## config.mk

```make
export PLATFORM = sky130hd
export DESIGN_NAME = cfork2_d_sync
export DESIGN_NICKNAME = d
export VERILOG_FILES = /design/src/rtl/cfork2_d_sync.sv
export SDC_FILE = /design/constraint.sdc
export NUM_CORES = 1
export LEC_CHECK = 0
export ABC_AREA = 1
export BUFFER_PORTS_ARGS = -buffer_cell sky130_fd_sc_hd__buf_2
export CORE_UTILIZATION = 32
export CTS_CLUSTER_SIZE = 40
export DETAILED_ROUTE_END_ITERATION = 8
export RECOVER_POWER = 25
export SYNTH_ARGS = -nofsm -noshare
export SYNTH_HDL_FRONTEND = slang
export SYNTH_SLANG_ARGS = --single-unit
```

## constraint.sdc

```tcl
create_clock -name clk -period 3.55 [get_ports clk]
set_clock_uncertainty 0.1 [all_clocks]
set_input_delay 0.5325 -clock clk [delete_from_list [all_inputs] [get_ports clk]]
set_output_delay 0.5325 -clock clk [all_outputs]
set_load 0.005 [all_outputs]
```

## src/rtl/cfork2_d_sync.sv

```systemverilog
// cfork2_d_sync: clocked two-way fork for 2-phase (toggle) handshakes.
// One drive/free channel in, two drive/free channels out. The incoming
// 2*DATA_WIDTH token is split into a low half (branch 0) and a high half
// (branch 1). Both outputs fire together. The upstream free is returned only
// after both branch frees have arrived. Every incoming handshake line is
// synchronised, and a history flop turns each transition into a one-cycle
// event.
//
// state | meaning
// ------+-----------------------------------------------------------
// IDLE  | no token outstanding; waiting for an upstream drive event
// WAIT  | token forwarded; collecting free events from both branches
module cfork2_d_sync #(
    parameter int DATA_WIDTH  = 32,
    parameter int SYNC_STAGES = 2
) (
    input  logic                    clk,
    input  logic                    rst,
    input  logic                    i_drive,
    output logic                    o_free,
    input  logic [2*DATA_WIDTH-1:0] i_data,
    output logic                    o_drive0,
    input  logic                    i_free0,
    output logic [DATA_WIDTH-1:0]   o_data0,
    output logic                    o_drive1,
    input  logic                    i_free1,
    output logic [DATA_WIDTH-1:0]   o_data1,
    output logic                    o_busy,
    output logic                    o_err
);

    if (SYNC_STAGES < 2 || SYNC_STAGES > 4) begin : g_bad_sync_stages
        $error("cfork2_d_sync: SYNC_STAGES must be in 2..4");
    end

    typedef enum logic {
        ST_IDLE = 1'b0,
        ST_WAIT = 1'b1
    } state_t;

    // Bit order in the synchroniser lanes: [0]=drive, [1]=free0, [2]=free1.
    logic [SYNC_STAGES-1:0][2:0] sync_q;
    logic [2:0]                  hist_q;
    logic [2:0]                  ev;
    logic                        ev_drive;
    logic                        ev_free0;
    logic                        ev_free1;

    state_t                  state_q, state_nx;
    logic                    free_q, free_nx;
    logic                    drive_q, drive_nx;
    logic [DATA_WIDTH-1:0]   data0_q, data0_nx;
    logic [DATA_WIDTH-1:0]   data1_q, data1_nx;
    logic                    got0_q, got0_nx;
    logic                    got1_q, got1_nx;
    logic                    err_q, err_nx;
    logic                    done0;
    logic                    done1;

    // Synchroniser chains plus one history flop per line.
    always_ff @(posedge clk or negedge rst) begin
        if (!rst) begin
            sync_q <= '0;
            hist_q <= '0;
        end else begin
            sync_q <= {sync_q[SYNC_STAGES-2:0], {i_free1, i_free0, i_drive}};
            hist_q <= sync_q[SYNC_STAGES-1];
        end
    end

    // Any change of a synchronised line is one event, high for a single cycle.
    assign ev       = sync_q[SYNC_STAGES-1] ^ hist_q;
    assign ev_drive = ev[0];
    assign ev_free0 = ev[1];
    assign ev_free1 = ev[2];

    // A branch counts as done if it was seen earlier or is being seen now.
    assign done0 = got0_q | ev_free0;
    assign done1 = got1_q | ev_free1;

    // State register and all registered outputs.
    always_ff @(posedge clk or negedge rst) begin
        if (!rst) begin
            state_q <= ST_IDLE;
            free_q  <= 1'b0;
            drive_q <= 1'b0;
            data0_q <= '0;
            data1_q <= '0;
            got0_q  <= 1'b0;
            got1_q  <= 1'b0;
            err_q   <= 1'b0;
        end else begin
            state_q <= state_nx;
            free_q  <= free_nx;
            drive_q <= drive_nx;
            data0_q <= data0_nx;
            data1_q <= data1_nx;
            got0_q  <= got0_nx;
            got1_q  <= got1_nx;
            err_q   <= err_nx;
        end
    end

    // Next-state logic. Events that violate the protocol only raise the
    // sticky error; they never capture data, toggle a line or move the FSM.
    always_comb begin
        state_nx = state_q;
        free_nx  = free_q;
        drive_nx = drive_q;
        data0_nx = data0_q;
        data1_nx = data1_q;
        got0_nx  = got0_q;
        got1_nx  = got1_q;
        err_nx   = err_q;
        case (state_q)
            ST_IDLE: begin
                if (ev_free0 || ev_free1) begin
                    err_nx = 1'b1;
                end
                if (ev_drive) begin
                    data0_nx = i_data[DATA_WIDTH-1:0];
                    data1_nx = i_data[2*DATA_WIDTH-1:DATA_WIDTH];
                    drive_nx = ~drive_q;
                    got0_nx  = 1'b0;
                    got1_nx  = 1'b0;
                    state_nx = ST_WAIT;
                end
            end
            ST_WAIT: begin
                if (ev_drive || (ev_free0 && got0_q) || (ev_free1 && got1_q)) begin
                    err_nx = 1'b1;
                end
                if (done0 && done1) begin
                    free_nx  = ~free_q;
                    got0_nx  = 1'b0;
                    got1_nx  = 1'b0;
                    state_nx = ST_IDLE;
                end else begin
                    got0_nx = done0;
                    got1_nx = done1;
                end
            end
            default: begin
                state_nx = ST_IDLE;
            end
        endcase
    end

    assign o_free   = free_q;
    assign o_drive0 = drive_q;
    assign o_drive1 = drive_q;
    assign o_data0  = data0_q;
    assign o_data1  = data1_q;
    assign o_busy   = (state_q == ST_WAIT);
    assign o_err    = err_q;

endmodule
```

[Word-level counts from Yosys, hierarchy flattened]
Cells that the tools add are included.
Word-level totals
  register bits: 79
  logic and storage cells: 40
Operators by class
  equal/unequal tests: 3
  multiplexer cells: 11
  bitwise operators: 6
  reductions and logical operators: 9
Operator list (count)
  1-bit one-hot mux with 2 select lines: 4
  1-bit 2-to-1 mux: 7
  2-bit AND reduction: 3
  2-bit inequality test (second input constant): 2
  1-bit logical AND: 3
  1-bit logical OR: 3
  1-bit inverter: 3
  3-bit XOR: 1
  2-bit by 1-bit inequality test with 1-bit output (second input constant): 1
  1-bit bitwise OR: 2

[Logic depth before layout (Yosys ltp)]
Gate-level depths: netlist of run 1.
  depth in word-level cells: 6
  gate-level depth with buffers: 7
  mapped depth without buffers: 7

[Worst setup path after synthesis of run 1]
OpenSTA, ideal clock, no wires.
  path type: register to register
  start: reg state_q (netlist: o_busy)
  end: reg data0_q[15] (netlist: o_data0[15])
  data arrival time: 1.006 ns
  data required time: 3.330 ns
  path slack: 2.324 ns
  stages on the path, launching flop included: 7
  buffers on the path: 2
  cells stage by stage: dfrtp_1 -> inv_2 -> nand3_4 -> buf_12 -> buf_12 -> nand2_1 -> o21ai_2
Between the ends
  longest elaborated chain between the ends: 2
Ends and longest elaborated chain
  start, declared: line 49  | state_t state_q, state_nx;
  start signal, assigned: line 93  | state_q <= state_nx;
  1-bit inverter (no line)
  2-bit AND reduction (no line)
  end signal, assigned: line 96  | data0_q <= data0_nx;
  end, declared: line 52  | logic [DATA_WIDTH-1:0] data0_q, data0_nx;
Every way passes these cells.
A chain may end at the register's enable or synchronous reset.

[Worst setup path in the final report of run 1]
  start: reg state_q (netlist: o_busy)
  end: reg data1_q[31] (netlist: o_data1[31])
Between the ends
  longest elaborated chain between the ends: 2
Ends and longest elaborated chain
  1-bit inverter (no line)
  2-bit AND reduction (no line)
  end signal, assigned: line 97  | data1_q <= data1_nx;
  end, declared: line 53  | logic [DATA_WIDTH-1:0] data1_q, data1_nx;
Every way passes these cells.

==> results.txt, run 1 <==
IR drop worst, VDD -> 0.233 mV
Critical Path Max Stage Delay -> 730 ps
Max-cap violations -> 1
Critical Path Fanout Max -> 66
Via/cell ratio -> 4.07
Routed Antenna Nets -> 0
Total grt overflow -> 0
Post-Syn Nets -> 398
Period minus WS final -> 2170 ps
Routed wire per std cell -> 10.7 µm
Hold_buf cts -> 0
Setup violations, final -> 0
Distinct cell type count after synthesis -> 19
Synth Warn # -> 0
Worst hold start -> i_free0
FP Rows -> 37
CP delay by family, top -> buffers and inverters
Fin Setup TNS -> 0 ps
Vias -> 2,452
Syn Inst Count -> 329
Layout cells sized above 1 -> 47.3%
Residual DRC count -> 0
Avg Inst Size Synth -> 10.5 µm²
First-pass GRT wire length -> 10.7 mm
Area grow syn2layout -> 23.4%
Min-delay worst type -> in2reg
Io pins -> 138
PostCTS Resize Cnt -> 0
Root buffer cell -> clkbuf_8
Unrepaired setup endpoints after global routing -> false
Status -> finished with violations
Synthesis-stage register bit count -> 79
DRT iter0 DRCs -> 111
Vias in the first global route -> 2,384
Port Buffers -> 137
Synthesized cell area -> 3450 µm²
Clock Sink Count -> 79
Die extent in y -> 106 µm
Reg2Reg Launch Point -> o_busy
Pwr/cell area -> 776 nW/µm²
CTS tree -> yes
Final hold viol count -> 0
ANT cells -> 0
H-tree depth -> 3
Largest area contributor in the netlist -> dfrtp_1
Final hold slack -> 196 ps
Gpl congestion -> 0.727
Critical path, cell by cell -> inv_2 -> nand3_4 -> buf_4 -> nand2_1 -> o21ai_2
Synth top area share -> 57.4%
Failing checks -> max-capacitance violations, max-slew violations
Die ar. -> 11,200 µm²
Max Slew Vio Count -> 80
F_max -> 460 MHz
Fin crit share -> 61.2%
Critical-path top delay cell -> buf_4
Number of buffers on the longest clock path -> 2
Critical Path End Type -> flip-flop
Critical Path Start Type -> flip-flop
Clock transition at path regs -> 80 ps
GR Util All Layers -> 12.3%
Worst Path Arrival -> 2340 ps
First-pass DRT Iterations -> 4
Largest net degree at the start of global routing -> 80
Top post-synthesis cells by area -> dfrtp_1 57%, o21ai_2 15%, inv_1 8.1%, nand2_1 8.1%, buf_12 4.1%
Placeable Area -> 10,400 µm²
Antenna violations before repair -> 0
Rel. slew slack -> -31.7%
Die Width -> 106 µm
Crit path from -> o_busy
Initial Utilization -> 33.2%
Type of the worst setup path -> reg2reg
Least-Margin Pin Slew -> 1970 ps
Num CTS Buffers -> 9
Sequential cell area fraction in the yosys report -> 57.4%
Number of nets in the layout -> 533
Worst EP required -> 3710 ps
Leakage -> 2.43 nW
HPWL after DPL -> 4.56 mm
CP bufs+invs -> 2
Latest clock arrival within the worst-skew pair -> 340 ps
Post-CTS Setup Bufs -> 0
WL final -> 6.44 mm
==> worst paths after layout <==
path	to	slack, ps	cells after the start
max	o_data1[31]	1380	5
min	sync_q[1]	200	1
max reg2reg	o_data1[31]	1380	5
min reg2reg	sync_q[4]	250	0
max in group asynchronous	o_data1[2]	1540	1
min in group asynchronous	sync_q[4]	630	1
==> per-layer routing <==
| layer | global-route usage (%) | routed length [µm] | vias up |
|---|---|---|---|
| met5 | 0 | 0 | - |
| met4 | 8.04 | 164 | 0 |
| met3 | 2.47 | 355 | 10 |
| met2 | 19.6 | 3010 | 76 |
| met1 | 15.0 | 2910 | 1114 |
| li1 | - | - | 1252 |
==> final cells by class <==
cell class / count / area [µm²]
Sequential cell: 79 / 1980
Clock buffer: 13 / 159
Tap cell: 136 / 170
Inverter: 75 / 282
Clock inverter: 1 / 5.00
Multi-Input combinational cell: 160 / 962
Fill cell: 1079 / 6110
Timing Repair Buffer: 139 / 701
==> through the flow <==
stage               utilization, %  std cells  total power, W  setup WS [ps]  instance area, µm²
global route                  41.0        603         0.00357           1140                4260
detailed placement            39.5        589         0.00277           1370                4100
global placement              39.5        589         0.00273           1400                4100
floorplan                        -        329         0.00236           2320                3450
CTS                           41.1        603         0.00337           1350                4260
finish                        41.0        603         0.00330           1380                4260
==> Yosys cell counts <==
cell and instances:
nand3_4 1, dfrtp_1 79, inv_1 74, buf_2 1, nor2_1 1, nand2_1 74, o21ai_2 60, buf_12 7
buf_4 1, buf_6 5, inv_2 1, xnor2_1 1, nand3_1 4, o21ai_0 6, nand4_1 1, buf_8 1
and2_1 1, nand2_2 9, o22ai_1 2
==> state kept, by name (all words and copies together), names as in the netlist <==
register / count
o_free: 1
o_data0: 32
o_err: 1
o_busy: 1
got1_q: 1
hist_q: 3
got0_q: 1
o_drive0: 1
o_data1: 32
sync_q: 6
==> where the power goes <==
part / switching [W] / internal, W
Combinational: 0.000653 / 0.000572
Clock: 0.000303 / 0.000285
Sequential: 0.000209 / 0.00128
Total: 0.00116 / 0.00214
==> cells in the final DEF, fill, tap and decap left out, drive strengths merged <==
| cell type | instances |
|---|---|
| nand3 | 5 |
| and2 | 1 |
| o22ai | 2 |
| nor2 | 1 |
| clkinv | 1 |
| buf | 138 |
| nand2 | 83 |
| clkbuf | 14 |
| o21ai | 66 |
| nand4 | 1 |
| xnor2 | 1 |
| dfrtp | 79 |
| inv | 75 |
==> logic make-up after synthesis <==
| logic type | count (synthesis) | share of synthesized area, % |
|---|---|---|
| and+or+nand+nor | 91 | 11.3 |
| DFF | 79 | 57.4 |
| AOI/OAI and AO/OA | 68 | 16.5 |
| xor gates and xnor gates | 1 | 0.254 |
| buffers and inverters | 90 | 14.7 |
No activity file was read; power rests on OpenSTA's default activity.
==> inputs of run 2 (changes only) <==
- clock period: 3.55 -> 1.88 ns (I/O delays scaled with it)
==> results.txt, run 2 (synthesis results as in run 1) <==
Status -> finished, final reports clean
IR drop worst, VDD -> 0.524 mV (+130%)
Area post-placement -> 4160 µm² (+1.5%)
Critical Path Fanout Max -> 71 (+7.6%)
Antenna violations before repair -> 0 (unchanged)
Critical Path Start Type -> flip-flop
Max-cap violations -> 0 (-1)
Clock Sink Count -> 79 (unchanged)
GR Util All Layers -> 12.8% (+0.52 points)
FF-to-FF End -> o_data0[17]
Critical-path top delay cell -> dfrtp_1
Commonest non-fill, non-tap cell in the layout -> buf_2
Setup WS pre-CTS -> 489 ps (-880 ps)
Final hold viol count -> 0 (unchanged)
Least-Margin Pin Slew -> 663 ps (-1310 ps)
Max Slew Vio Count -> 0 (-100%)
H-tree depth -> 3 (unchanged)
Unrepaired setup endpoints after global routing -> false
WL final -> 6.50 mm (+1.1%)
Root buffer cell -> clkbuf_8
DRT iter0 DRCs -> 69 (-38%)
Vias in the first global route -> 2,537 (+6.4%)
Worst EP required -> 2040 ps (-1670 ps)
Die Width -> 106 µm (unchanged)
Number of nets in the layout -> 540 (+1.3%)
Min-delay worst type -> in2reg
Fin crit share -> 75.6% (+14 points)
Worst reg2reg setup slack -> 460 ps (-920 ps)
Rel. slew slack -> 55.8% (+87 points)
Critical path, cell by cell -> inv_2 -> nand3_4 -> buf_12 -> nand2_1 -> o21ai_2
Reg2Reg Launch Point -> o_busy
Vias -> 2,491 (+1.6%)
Num CTS Buffers -> 9 (unchanged)
CP bufs+invs -> 2 (unchanged)
F_max -> 704 MHz (+53%)
CP delay by family, top -> flip-flops
Setup violations, final -> 0 (unchanged)
Area grow syn2layout -> 28.8%
Period minus WS final -> 1420 ps (-752 ps)
Die ar. -> 11,200 µm² (unchanged)
Final hold slack -> 74.8 ps (-121 ps)
Layout cells sized above 1 -> 47.8% (+0.47 points)
First-pass GRT wire length -> 11.3 mm (+5.4%)
Type of the worst setup path -> reg2reg
Via/cell ratio -> 4.08 (+0.26%)
Placeable Area -> 10,400 µm² (unchanged)
Largest net degree at the start of global routing -> 72 (-10%)
HPWL after DPL -> 4.82 mm (+5.7%)
Worst Path Arrival -> 1580 ps (-760 ps)
Worst hold endpoint -> o_data1[7]
Residual DRC count -> 0 (unchanged)
Hold path depth -> 3 (+2)
Fin Setup TNS -> 0 ps (unchanged)
PostCTS Resize Cnt -> 0 (unchanged)
Initial Utilization -> 33.2% (unchanged)
Die extent in y -> 106 µm (unchanged)
Pwr/cell area -> 1510 nW/µm² (+95%)
Routed wire per std cell -> 10.6 µm (-0.25%)
Critical Path End Type -> flip-flop
Routed Antenna Nets -> 0 (unchanged)
Critical Path Max Stage Delay -> 430 ps (-300 ps)
Latest clock arrival within the worst-skew pair -> 340 ps (about the same)
Clock transition at path regs -> 80 ps (about the same)
Overall power -> 0.00672 W (+100%)
CTS tree -> yes
Setup ws final -> 459 ps (-918 ps)
Most frequent cells in the layout -> 136 x buf_2, 79 x dfrtp_1, 74 x inv_1, 74 x nand2_1, 60 x o21ai_2
Io pins -> 138 (unchanged)
Design area -> 4440 µm² (+4.3%)
Total grt overflow -> 0 (unchanged)
Worst R2R Path Depth -> 5 (unchanged)
Leakage -> 2.52 nW (+3.5%)
Worst hold start -> i_data[39]
Gpl congestion -> 0.712 (-2.1%)
FP Rows -> 37 (unchanged)
Number of buffers on the longest clock path -> 2 (unchanged)
First-pass DRT Iterations -> 4 (unchanged)
ANT cells -> 0 (unchanged)
Port Buffers -> 137 (unchanged)
==> run 2: final cells by class <==
| class | count | area [µm²] |
|---|---|---|
| fillers | 1073 | 5930 |
| flip-flops and latches | 79 | 1980 |
| multi-input cells | 160 | 965 |
| repair buffers | 146 | 801 |
| inverters | 75 | 282 |
| well taps | 136 | 170 |
| clock buffers | 12 | 155 |
| clock inverters | 3 | 90.1 |
==> run 2: worst register-to-register path, cell delays in order (launching register included) <==
cell,delay [ps]
dfrtp_1,430
inv_2,90
nand3_4,150
buf_12,320
nand2_1,180
o21ai_2,70
==> run 2: how the worst max path moves through the flow <==
stage | end | slack [ps] | cells past startpoint | from
floorplan | o_data0[15] | 650 | 6 | o_busy
global placement | o_data1[19] | 520 | 6 | sync_q[3]
detailed placement | o_data0[17] | 490 | 5 | o_busy
CTS | o_data0[17] | 460 | 5 | o_busy
global route | o_data1[9] | 330 | 6 | sync_q[3]
finish | o_data0[17] | 460 | 5 | o_busy
==> run 2: repair_timing <==
| item | in CTS | in global routing |
|---|---|---|
| setup buffers | 0 | 0 |
| hold endpoints to repair | 27 | 0 |
| hold buffers | 4 | 0 |
==> run 2: power by group <==
group          switching, W  internal, W  total [W]
sequential         0.000389      0.00242    0.00281
combinational       0.00126      0.00113    0.00239
clock              0.000578     0.000949    0.00153
==> run 2: per-stage QoR <==
step | instances | utilization [%]
2_1_floorplan | 329 | -
3_3_place_gp | 592 | 40.1
3_5_place_dp | 592 | 40.1
4_1_cts | 611 | 42.8
5_1_grt | 611 | 42.8
6_report | 611 | 42.8
==> run 2: per-layer routing <==
layer  vias to the layer above  routed length (µm)  GRT usage (%)  part of all wire (%)
li1                       1267                   -              -                     -
met1                      1135                2840           14.9                    44
met2                        78                3150           21.8                    48
met3                        11                 367           2.97                   5.6
met4                         0                 142           6.85                   2.2
met5                         -                   0              0                     0
